[src/rtl/usi_master_arbiter.sv]
// -----------------------------------------------------------------------------
// usi_master_arbiter
//   Shares the single USI master port between pReqNum requesters. Requesters
//   are granted round-robin; each grant runs one bus transaction:
//     write : IDLE -> ISSUE (write strobe) -> DONE
//     read  : IDLE -> ISSUE (read strobe) -> RWAIT (wait for read-assert or
//             timeout) -> DONE
//   DONE pulses the one-hot ack (and err on a read timeout) for the granted
//   requester and advances the round-robin pointer past it.
//
// Ports
//   iSCLK, iSRST          clock, synchronous active-high reset
//   iReqVd/iReqCmd        per-requester valid / command (1 read, 0 write)
//   iReqAdrs/iReqWd       packed per-requester address / write data
//   oReqAck/oReqErr       one-hot completion / read-timeout pulses
//   oReqRd                read data, valid with the ack of a read
//   oMUsiWd/oMUsiAdrs     bus write data / address (held ISSUE..DONE)
//   oMUsiWEd/oMUsiRCmd    single-cycle bus write / read strobes
//   iMUsiRd/iMUsiREd      bus read data / slave read-assert lines
//   oBusy                 high in every state except IDLE
//   All outputs are registered.
// -----------------------------------------------------------------------------
module usi_master_arbiter #(
    parameter int pReqNum          = 2,
    parameter int pUsiBusWidth     = 16,
    parameter int pBusBlockConnect = 1,
    parameter int pTimeoutCycles   = 255
) (
    input  logic                              iSCLK,
    input  logic                              iSRST,
    input  logic [pReqNum-1:0]                iReqVd,
    input  logic [pReqNum-1:0]                iReqCmd,
    input  logic [pReqNum*pUsiBusWidth-1:0]   iReqAdrs,
    input  logic [pReqNum*32-1:0]             iReqWd,
    output logic [pReqNum-1:0]                oReqAck,
    output logic [pReqNum-1:0]                oReqErr,
    output logic [31:0]                       oReqRd,
    output logic [31:0]                       oMUsiWd,
    output logic [pUsiBusWidth-1:0]           oMUsiAdrs,
    output logic                              oMUsiWEd,
    output logic                              oMUsiRCmd,
    input  logic [31:0]                       iMUsiRd,
    input  logic [pBusBlockConnect-1:0]       iMUsiREd,
    output logic                              oBusy
);

    localparam int cIdxW  = (pReqNum > 1) ? $clog2(pReqNum) : 1;
    localparam int cIdxW1 = cIdxW + 1;
    // Counter value on the last permitted RWAIT cycle: RWAIT lasts at most
    // pTimeoutCycles cycles.
    localparam logic [15:0] cTmoLast = 16'(pTimeoutCycles - 1);
    localparam logic [cIdxW-1:0] cLastReq = cIdxW'(pReqNum - 1);

    typedef enum logic [1:0] {
        ST_IDLE  = 2'd0,
        ST_ISSUE = 2'd1,
        ST_RWAIT = 2'd2,
        ST_DONE  = 2'd3
    } state_t;

    // One-hot decode of a requester index.
    function automatic logic [pReqNum-1:0] f_onehot(input logic [cIdxW-1:0] idx);
        logic [pReqNum-1:0] v;
        v      = '0;
        v[idx] = 1'b1;
        return v;
    endfunction

    state_t                    r_state,  w_state_nxt;
    logic [cIdxW-1:0]          r_ptr,    w_ptr_nxt;
    logic [cIdxW-1:0]          r_gnt,    w_gnt_nxt;
    logic                      r_cmd,    w_cmd_nxt;
    logic [pUsiBusWidth-1:0]   r_adrs,   w_adrs_nxt;
    logic [31:0]               r_wd,     w_wd_nxt;
    logic [15:0]               r_cnt,    w_cnt_nxt;
    logic                      r_err,    w_err_nxt;
    logic [31:0]               r_data,   w_data_nxt;

    logic [pReqNum-1:0]        r_ack,    w_ack_nxt;
    logic [pReqNum-1:0]        r_err_o,  w_err_o_nxt;
    logic [31:0]               r_rd_o,   w_rd_o_nxt;
    logic [31:0]               r_m_wd,   w_m_wd_nxt;
    logic [pUsiBusWidth-1:0]   r_m_adrs, w_m_adrs_nxt;
    logic                      r_wed,    w_wed_nxt;
    logic                      r_rcmd,   w_rcmd_nxt;
    logic                      r_busy,   w_busy_nxt;

    logic                      w_found;
    logic [cIdxW-1:0]          w_sel;
    logic [cIdxW1-1:0]         w_idx;
    logic [cIdxW-1:0]          w_cand;
    logic                      w_red_any;

    assign w_red_any = |iMUsiREd;

    // Round-robin search: first valid requester at or after the pointer, with wrap.
    always_comb begin
        w_found = 1'b0;
        w_sel   = '0;
        w_idx   = '0;
        w_cand  = '0;
        for (int i = 0; i < pReqNum; i++) begin
            w_idx = {1'b0, r_ptr} + cIdxW1'(i);
            if (w_idx >= cIdxW1'(pReqNum)) begin
                w_idx = w_idx - cIdxW1'(pReqNum);
            end else begin
                w_idx = w_idx;
            end
            w_cand = w_idx[cIdxW-1:0];
            if (!w_found && iReqVd[w_cand]) begin
                w_found = 1'b1;
                w_sel   = w_cand;
            end else begin
                w_found = w_found;
            end
        end
    end

    // Next-state and transaction-register logic.
    always_comb begin
        w_state_nxt = r_state;
        w_ptr_nxt   = r_ptr;
        w_gnt_nxt   = r_gnt;
        w_cmd_nxt   = r_cmd;
        w_adrs_nxt  = r_adrs;
        w_wd_nxt    = r_wd;
        w_cnt_nxt   = r_cnt;
        w_err_nxt   = r_err;
        w_data_nxt  = r_data;
        case (r_state)
            ST_IDLE: begin
                if (w_found) begin
                    w_gnt_nxt   = w_sel;
                    w_cmd_nxt   = iReqCmd[w_sel];
                    w_adrs_nxt  = iReqAdrs[int'(w_sel)*pUsiBusWidth +: pUsiBusWidth];
                    w_wd_nxt    = iReqWd[int'(w_sel)*32 +: 32];
                    w_state_nxt = ST_ISSUE;
                end else begin
                    w_state_nxt = ST_IDLE;
                end
            end
            ST_ISSUE: begin
                w_cnt_nxt  = 16'd0;
                w_err_nxt  = 1'b0;
                w_data_nxt = 32'd0;
                if (r_cmd) begin
                    w_state_nxt = ST_RWAIT;
                end else begin
                    w_state_nxt = ST_DONE;
                end
            end
            ST_RWAIT: begin
                // Read-assert has priority over a timeout in the same cycle.
                if (w_red_any) begin
                    w_data_nxt  = iMUsiRd;
                    w_err_nxt   = 1'b0;
                    w_state_nxt = ST_DONE;
                end else if (r_cnt == cTmoLast) begin
                    w_data_nxt  = 32'd0;
                    w_err_nxt   = 1'b1;
                    w_state_nxt = ST_DONE;
                end else begin
                    w_cnt_nxt   = r_cnt + 16'd1;
                end
            end
            ST_DONE: begin
                if (r_gnt == cLastReq) begin
                    w_ptr_nxt = '0;
                end else begin
                    w_ptr_nxt = r_gnt + cIdxW'(1);
                end
                w_state_nxt = ST_IDLE;
            end
            default: begin
                w_state_nxt = ST_IDLE;
            end
        endcase
    end

    // Output values for the coming cycle, derived from the next state so the
    // registered outputs line up with the state they belong to.
    always_comb begin
        w_wed_nxt    = 1'b0;
        w_rcmd_nxt   = 1'b0;
        w_busy_nxt   = 1'b0;
        w_m_adrs_nxt = '0;
        w_m_wd_nxt   = 32'd0;
        w_ack_nxt    = '0;
        w_err_o_nxt  = '0;
        w_rd_o_nxt   = 32'd0;
        if (w_state_nxt != ST_IDLE) begin
            w_busy_nxt   = 1'b1;
            w_m_adrs_nxt = w_adrs_nxt;
            w_m_wd_nxt   = w_wd_nxt;
        end else begin
            w_busy_nxt   = 1'b0;
        end
        if (w_state_nxt == ST_ISSUE) begin
            w_wed_nxt  = !w_cmd_nxt;
            w_rcmd_nxt = w_cmd_nxt;
        end else begin
            w_wed_nxt  = 1'b0;
        end
        if (w_state_nxt == ST_DONE) begin
            w_ack_nxt   = f_onehot(w_gnt_nxt);
            w_err_o_nxt = w_err_nxt ? f_onehot(w_gnt_nxt) : '0;
            w_rd_o_nxt  = w_data_nxt;
        end else begin
            w_ack_nxt   = '0;
        end
    end

    // State, transaction and output registers with synchronous reset.
    always_ff @(posedge iSCLK) begin
        if (iSRST) begin
            r_state  <= ST_IDLE;
            r_ptr    <= '0;
            r_gnt    <= '0;
            r_cmd    <= 1'b0;
            r_adrs   <= '0;
            r_wd     <= 32'd0;
            r_cnt    <= 16'd0;
            r_err    <= 1'b0;
            r_data   <= 32'd0;
            r_ack    <= '0;
            r_err_o  <= '0;
            r_rd_o   <= 32'd0;
            r_m_wd   <= 32'd0;
            r_m_adrs <= '0;
            r_wed    <= 1'b0;
            r_rcmd   <= 1'b0;
            r_busy   <= 1'b0;
        end else begin
            r_state  <= w_state_nxt;
            r_ptr    <= w_ptr_nxt;
            r_gnt    <= w_gnt_nxt;
            r_cmd    <= w_cmd_nxt;
            r_adrs   <= w_adrs_nxt;
            r_wd     <= w_wd_nxt;
            r_cnt    <= w_cnt_nxt;
            r_err    <= w_err_nxt;
            r_data   <= w_data_nxt;
            r_ack    <= w_ack_nxt;
            r_err_o  <= w_err_o_nxt;
            r_rd_o   <= w_rd_o_nxt;
            r_m_wd   <= w_m_wd_nxt;
            r_m_adrs <= w_m_adrs_nxt;
            r_wed    <= w_wed_nxt;
            r_rcmd   <= w_rcmd_nxt;
            r_busy   <= w_busy_nxt;
        end
    end

    assign oReqAck   = r_ack;
    assign oReqErr   = r_err_o;
    assign oReqRd    = r_rd_o;
    assign oMUsiWd   = r_m_wd;
    assign oMUsiAdrs = r_m_adrs;
    assign oMUsiWEd  = r_wed;
    assign oMUsiRCmd = r_rcmd;
    assign oBusy     = r_busy;

endmodule

[config.mk]
export PLATFORM = sky130hd
export DESIGN_NAME = usi_master_arbiter
export DESIGN_NICKNAME = d
export VERILOG_FILES = /design/src/rtl/usi_master_arbiter.sv
export SDC_FILE = /design/constraint.sdc
export NUM_CORES = 1
export LEC_CHECK = 0
export ABC_AREA = 1
export BUFFER_PORTS_ARGS = -buffer_cell sky130_fd_sc_hd__buf_4
export CORE_MARGIN = 5
export CORE_UTILIZATION = 51
export DETAILED_ROUTE_END_ITERATION = 16
export GPL_TIMING_DRIVEN = 1
export PLACE_DENSITY_LB_ADDON = 0.3
export SETUP_SLACK_MARGIN = 0.1
export SYNTH_ARGS = -nofsm -noshare
export SYNTH_HDL_FRONTEND = slang
export SYNTH_SLANG_ARGS = --single-unit
export TNS_END_PERCENT = 5
[constraint.sdc]
create_clock -name iSCLK -period 2.2 [get_ports iSCLK]
set_input_delay 0.33 -clock iSCLK [delete_from_list [all_inputs] [get_ports iSCLK]]
set_output_delay 0.33 -clock iSCLK [all_outputs]
set_load 0.05 [all_outputs]
# Word level (Yosys, flattened, before mapping)
# Cells that the tools add are included.
# word_totals
reg_bits,189
output_inout_bits,87
elab_cells,93
# classes
n_addsub,5
magnitude_cmp,7
n_eq_ne,8
shift,2
mux,38
bitwise_logic,4
n_reduce_logical,12
# op_table
op,count
32-bit 2-to-1 mux,4
16-bit 2-to-1 mux,4
32-bit one-hot mux with 2 select lines,1
64-bit by 7-bit indexed part select with 32-bit output,1
16-bit one-hot mux with 2 select lines,1
32-bit by 6-bit indexed part select with 16-bit output,1
1-bit 2-to-1 mux,23
16-bit by 1-bit adder with 16-bit output (second input constant),1
16-bit by 8-bit equality test with 1-bit output (second input constant),1
1-bit by 2-bit < comparator with 1-bit output (second input constant),4
2-bit one-hot mux with 4 select lines,1
2-bit equality test (second input constant),3
2-bit OR reduction,3
2-bit by 1-bit equality test with 1-bit output (second input constant),2
2-bit 2-to-1 mux,2
2-bit inequality test (second input constant),2
1-bit NOT,4
2-bit nonzero test,2
3-bit AND reduction,1
3-bit OR reduction,1
1-bit by 1-bit adder with 2-bit output (second input constant),1
1-bit by 2-bit >= comparator with 1-bit output (second input constant),1
2-bit >= comparator (second input constant),1
1-bit logical AND,2
7 further kinds,9

# Depth between registers and ports, before layout
# depth
depth_word,14
ltp_mapped,11

# Worst setup path after synthesis
# OpenSTA, ideal clock, no wires.
# synth_path
path_kind,register -> register
startpoint,register r_state[0]
endpoint,register r_m_adrs[10] (netlist: oMUsiAdrs[10])
setup_time_ns,0.138
t_arrival_ns,1.620
required_time_ns,2.062
setup_slack_ns,0.443
path_stages_with_launch,8
n_path_buf,1
synth_period_minus_slack_ns,1.757
cell_sequence,dfxtp_1 -> inv_1 -> ha_1 -> inv_1 -> nor2_4 -> inv_1 -> clkbuf_1 -> a21oi_2
# synth_via
elab_cells_between_ends,11
classes_between,3 x eq/ne; 4 x mux; 1 x bitwise; 3 x reduce/logical
# synth_rtl
element,line_no,text
"start, declared",69,"state_t r_state, w_state_nxt;"
"start signal, assigned",234,r_state <= w_state_nxt;
2-bit equality test (tied with other cells),130,case (r_state)
2-bit one-hot mux with 4 select lines (*),130,
via w_state_nxt[1],69,
2-bit nonzero test (*),191,if (w_state_nxt != ST_IDLE) begin
1-bit NOT (no source line) (*),-,
2-bit OR reduction (no source line) (*),-,
"end signal, assigned",247,r_m_adrs <= w_m_adrs_nxt;
"end, declared",83,"logic [pUsiBusWidth-1:0] r_m_adrs, w_m_adrs_nxt;"
# Mark *: on every way through the listed nets, which the timed path passes. The rest lies on a longest branch.
# A chain may end at the register's enable or synchronous reset.

# Worst setup path in the final report
# layout_path
startpoint,register r_state[0]
endpoint,register r_cnt[7]
# layout_via
elab_chain_cells,3
elab_cells_between_ends,7
classes_between,4 x eq/ne; 1 x mux; 2 x reduce/logical
# layout_lines
element,line_no,text
2-bit equality test or 2-bit by 1-bit equality test with 1-bit output (tied branches),130,
2-bit inequality test (no source line) or 2-bit nonzero test (tied branches),-,
3-bit AND reduction (no source line),-,
"end signal, assigned",240,r_cnt <= w_cnt_nxt;
"end, declared",75,"logic [15:0] r_cnt, w_cnt_nxt;"
# Parallel ways exist; a longest one is shown, timed or not.

==> reports/metrics.cfg <==
[global_route]
overflow = 0
grt_max_degree = 55
grtUsageTotal_pct = 22.1
grt_pass1_vias = 6027
antenna_found_initial = 0
grt_pass1_wl_um = 29100

[power]
p_per_area_nw_per_um2 = 1330
switching_share_pct = 39.4
p_clk_share_pct = 26.4
combPwrFrac_pct = 39.2
p_leak_nw = 4.14
p_int_w = 0.00764
ir_drop_mv = 0.673
power_frac_seq_pct = 34.5
p_switching_w = 0.00497

[synthesis]
syn_inst = 870
syn_area_um2 = 7060
synth.distinct_cells = 33
seq_area_frac_synth_pct = 53.6
syn_avg_cell_area_um2 = 8.11
synth_nets = 1012
synth_seq_cells = 189
ys_warn_count = 0

[finish]
area_growth_pct = 34.6
drive_gt1_share_pct = 30.3
nets = 1211
fin_util_pct = 69.2
layout_common_cells = buf_4, dfxtp_1, nor2_1
diodes = 0
final_common_cell = buf_4
instances_no_fill = 1262
seqCellArea_um2 = 3780
multiInputGateArea_um2 = 2900
nFillCells = 1152

[routing]
drtIter0Drc = 257
viasPerCell = 5.01
wl_per_cell_um = 14.2
vias = 6327
drc_errors = 0
postRouteAntennaNets = 0
finalWirelength_um = 18000
dr.pass1.iters = 5

[timing]
tightestPinTransition_ns = 0.491
rsz0062_at_grt = no
hold_violations = 0
max_freq_ghz = 0.527
fin_tns_setup_ns = 0
period_share_pct = 86.2
slew_headroom_pct = 67.2
slew_viol_final = 0
skew_ns = 0.00971
finalSetupViolations = 0
worst_slack_ns = 0.303
period_needed_ns = 1.90

[placed_design]
hpwl_um = 12200
dp_cells = 1230
gp_congestion = 0.862
io_buffers = 221
pre_cts_ws_ns = 0.200

[cts]
cts_buffer_depth = 2
cts_buffers = 17
cts_tree = built
clkTransAtPathRegs_ns = 0.07
cts_sinks = 189
htreeDepth = 4
ctsRootBufferMaster = clkbuf_16
cts_hold_buf = 0
worst_skew_pair.late_latency_ns = 0.42

[die]
core.rowCount = 43
die_x_um = 128
dieArea_um2 = 16300
core_um2 = 13700
die_y_um = 128
initial_core_util_pct = 51.4
io_pins = 222

[worst_setup_path]
cp-end-kind = register
worst-path-max-fanout = 15
r2r_cells = 9
worstPathArrival_ns = 2.22
crit_type = register to register
cp.required_ns = 2.52
cp-start-kind = register

[outcome]
run_status = finished, final reports clean

[hold_path]
hold_depth = 3
hold_class = primary input to register

[job]
cap_violations = 0

power by group through the flow:
stage / logic (W) / clock network, W / registers, W
floorplan: 0.00245 / 0 / 0.00550
global placement: 0.00490 / 0 / 0.00440
detailed placement: 0.00497 / 0 / 0.00441
CTS: 0.00500 / 0.00337 / 0.00435
global route: 0.00536 / 0.00352 / 0.00442
finish: 0.00494 / 0.00332 / 0.00435
what timing repair did:
action | in CTS | in global routing
gates resized for setup | 0 | 1
buffers inserted | 0 | 0
setup endpoints to repair | 0 | 56
cell families (layout without fill, tap and decap cells):
group	after synthesis	after routing	synth area share [%]
AO/OA/AOI/OAI	153	153	13.8
AND/OR/NAND/NOR	434	434	25.6
adder cells (fa/ha/maj)	7	7	1.24
flip-flops	189	189	53.6
XOR/XNOR	2	2	0.248
buffers and inverters	85	297	5.48
per-stage QoR:
step / hold slack [ns] / instance area (µm²) / total power [W]
after floorplan: 0.410 / 7060 / 0.00795
after global routing: 0.150 / 9500 / 0.0133
final: 0.158 / 9500 / 0.0126
after CTS: 0.141 / 9490 / 0.0127
after global placement: 0.421 / 8840 / 0.00930
after detailed placement: 0.423 / 8840 / 0.00937
cells in the mapped netlist:
master | number | share of area (%)
a21boi_0 | 1 | 0.11
a21oi_1 | 51 | 3.6
a21oi_2 | 31 | 3.8
a22oi_1 | 3 | 0.32
a22oi_2 | 10 | 1.8
a31oi_1 | 1 | 0.089
and2_0 | 1 | 0.089
and2_1 | 1 | 0.089
buf_1 | 1 | 0.053
buf_2 | 18 | 1.3
buf_4 | 2 | 0.21
buf_6 | 5 | 0.80
clkbuf_1 | 28 | 1.5
dfxtp_1 | 189 | 54
ha_1 | 7 | 1.2
inv_1 | 29 | 1.5
inv_2 | 2 | 0.11
nand2_1 | 171 | 9.1
nand2_2 | 9 | 0.80
nand2_4 | 1 | 0.16
nand3_1 | 55 | 3.9
nand3_4 | 2 | 0.50
nand4_1 | 9 | 0.80
nor2_1 | 176 | 9.4
nor2_2 | 2 | 0.18
nor2_4 | 1 | 0.16
nor3_1 | 4 | 0.28
nor3b_1 | 1 | 0.11
o21ai_0 | 53 | 3.8
o21bai_1 | 3 | 0.32
or2_2 | 1 | 0.089
xnor2_1 | 1 | 0.12
xor2_1 | 1 | 0.12
sequential cells by signal, summed over array words and instances (netlist names):
signal     count
oReqErr        2
oMUsiWd       32
r_state        2
oMUsiRCmd      1
r_cnt         16
r_wd          32
oReqRd        32
r_err          1
oMUsiAdrs     16
oReqAck        2
oMUsiWEd       1
r_data        32
r_adrs        16
r_ptr          1
r_cmd          1
r_gnt          1
oBusy          1
critical path, stage by stage (launching register included):
cell     delay [ns]
dfxtp_1        0.34
inv_1          0.11
ha_2           0.33
inv_1          0.11
nor2_1         0.24
nand2_2        0.13
nand2_2        0.25
nand2_1        0.07
o21ai_0        0.16
nor2_1         0.05
routing by layer:
metal  up-vias  wire [µm]  track usage (%)
met5         -          0                0
met4         0        225             6.87
met3        18       1410             6.81
met2       205       8830             38.2
met1      2895       7490             26.5
li1       3209          -                -
final timing paths:
check / start / end / slack (ns)
max: r_state[0] / r_cnt[7] / 0.30
min: iMUsiRd[22] / oReqRd[22] / 0.16
max reg2reg: r_state[0] / r_cnt[7] / 0.30
min reg2reg: r_gnt / r_ptr / 0.45
layout make-up:
| type | instances | share of cell area [%] |
|---|---|---|
| Timing Repair Buffer | 234 | 19.2 |
| Clock buffer | 19 | 4.77 |
| Clock inverter | 13 | 2.12 |
| Inverter | 31 | 1.23 |
| Tap cell | 180 | 2.37 |
| Multi-Input combinational cell | 596 | 30.5 |
| Sequential cell | 189 | 39.8 |
No activity file was read; power rests on OpenSTA's default activity.
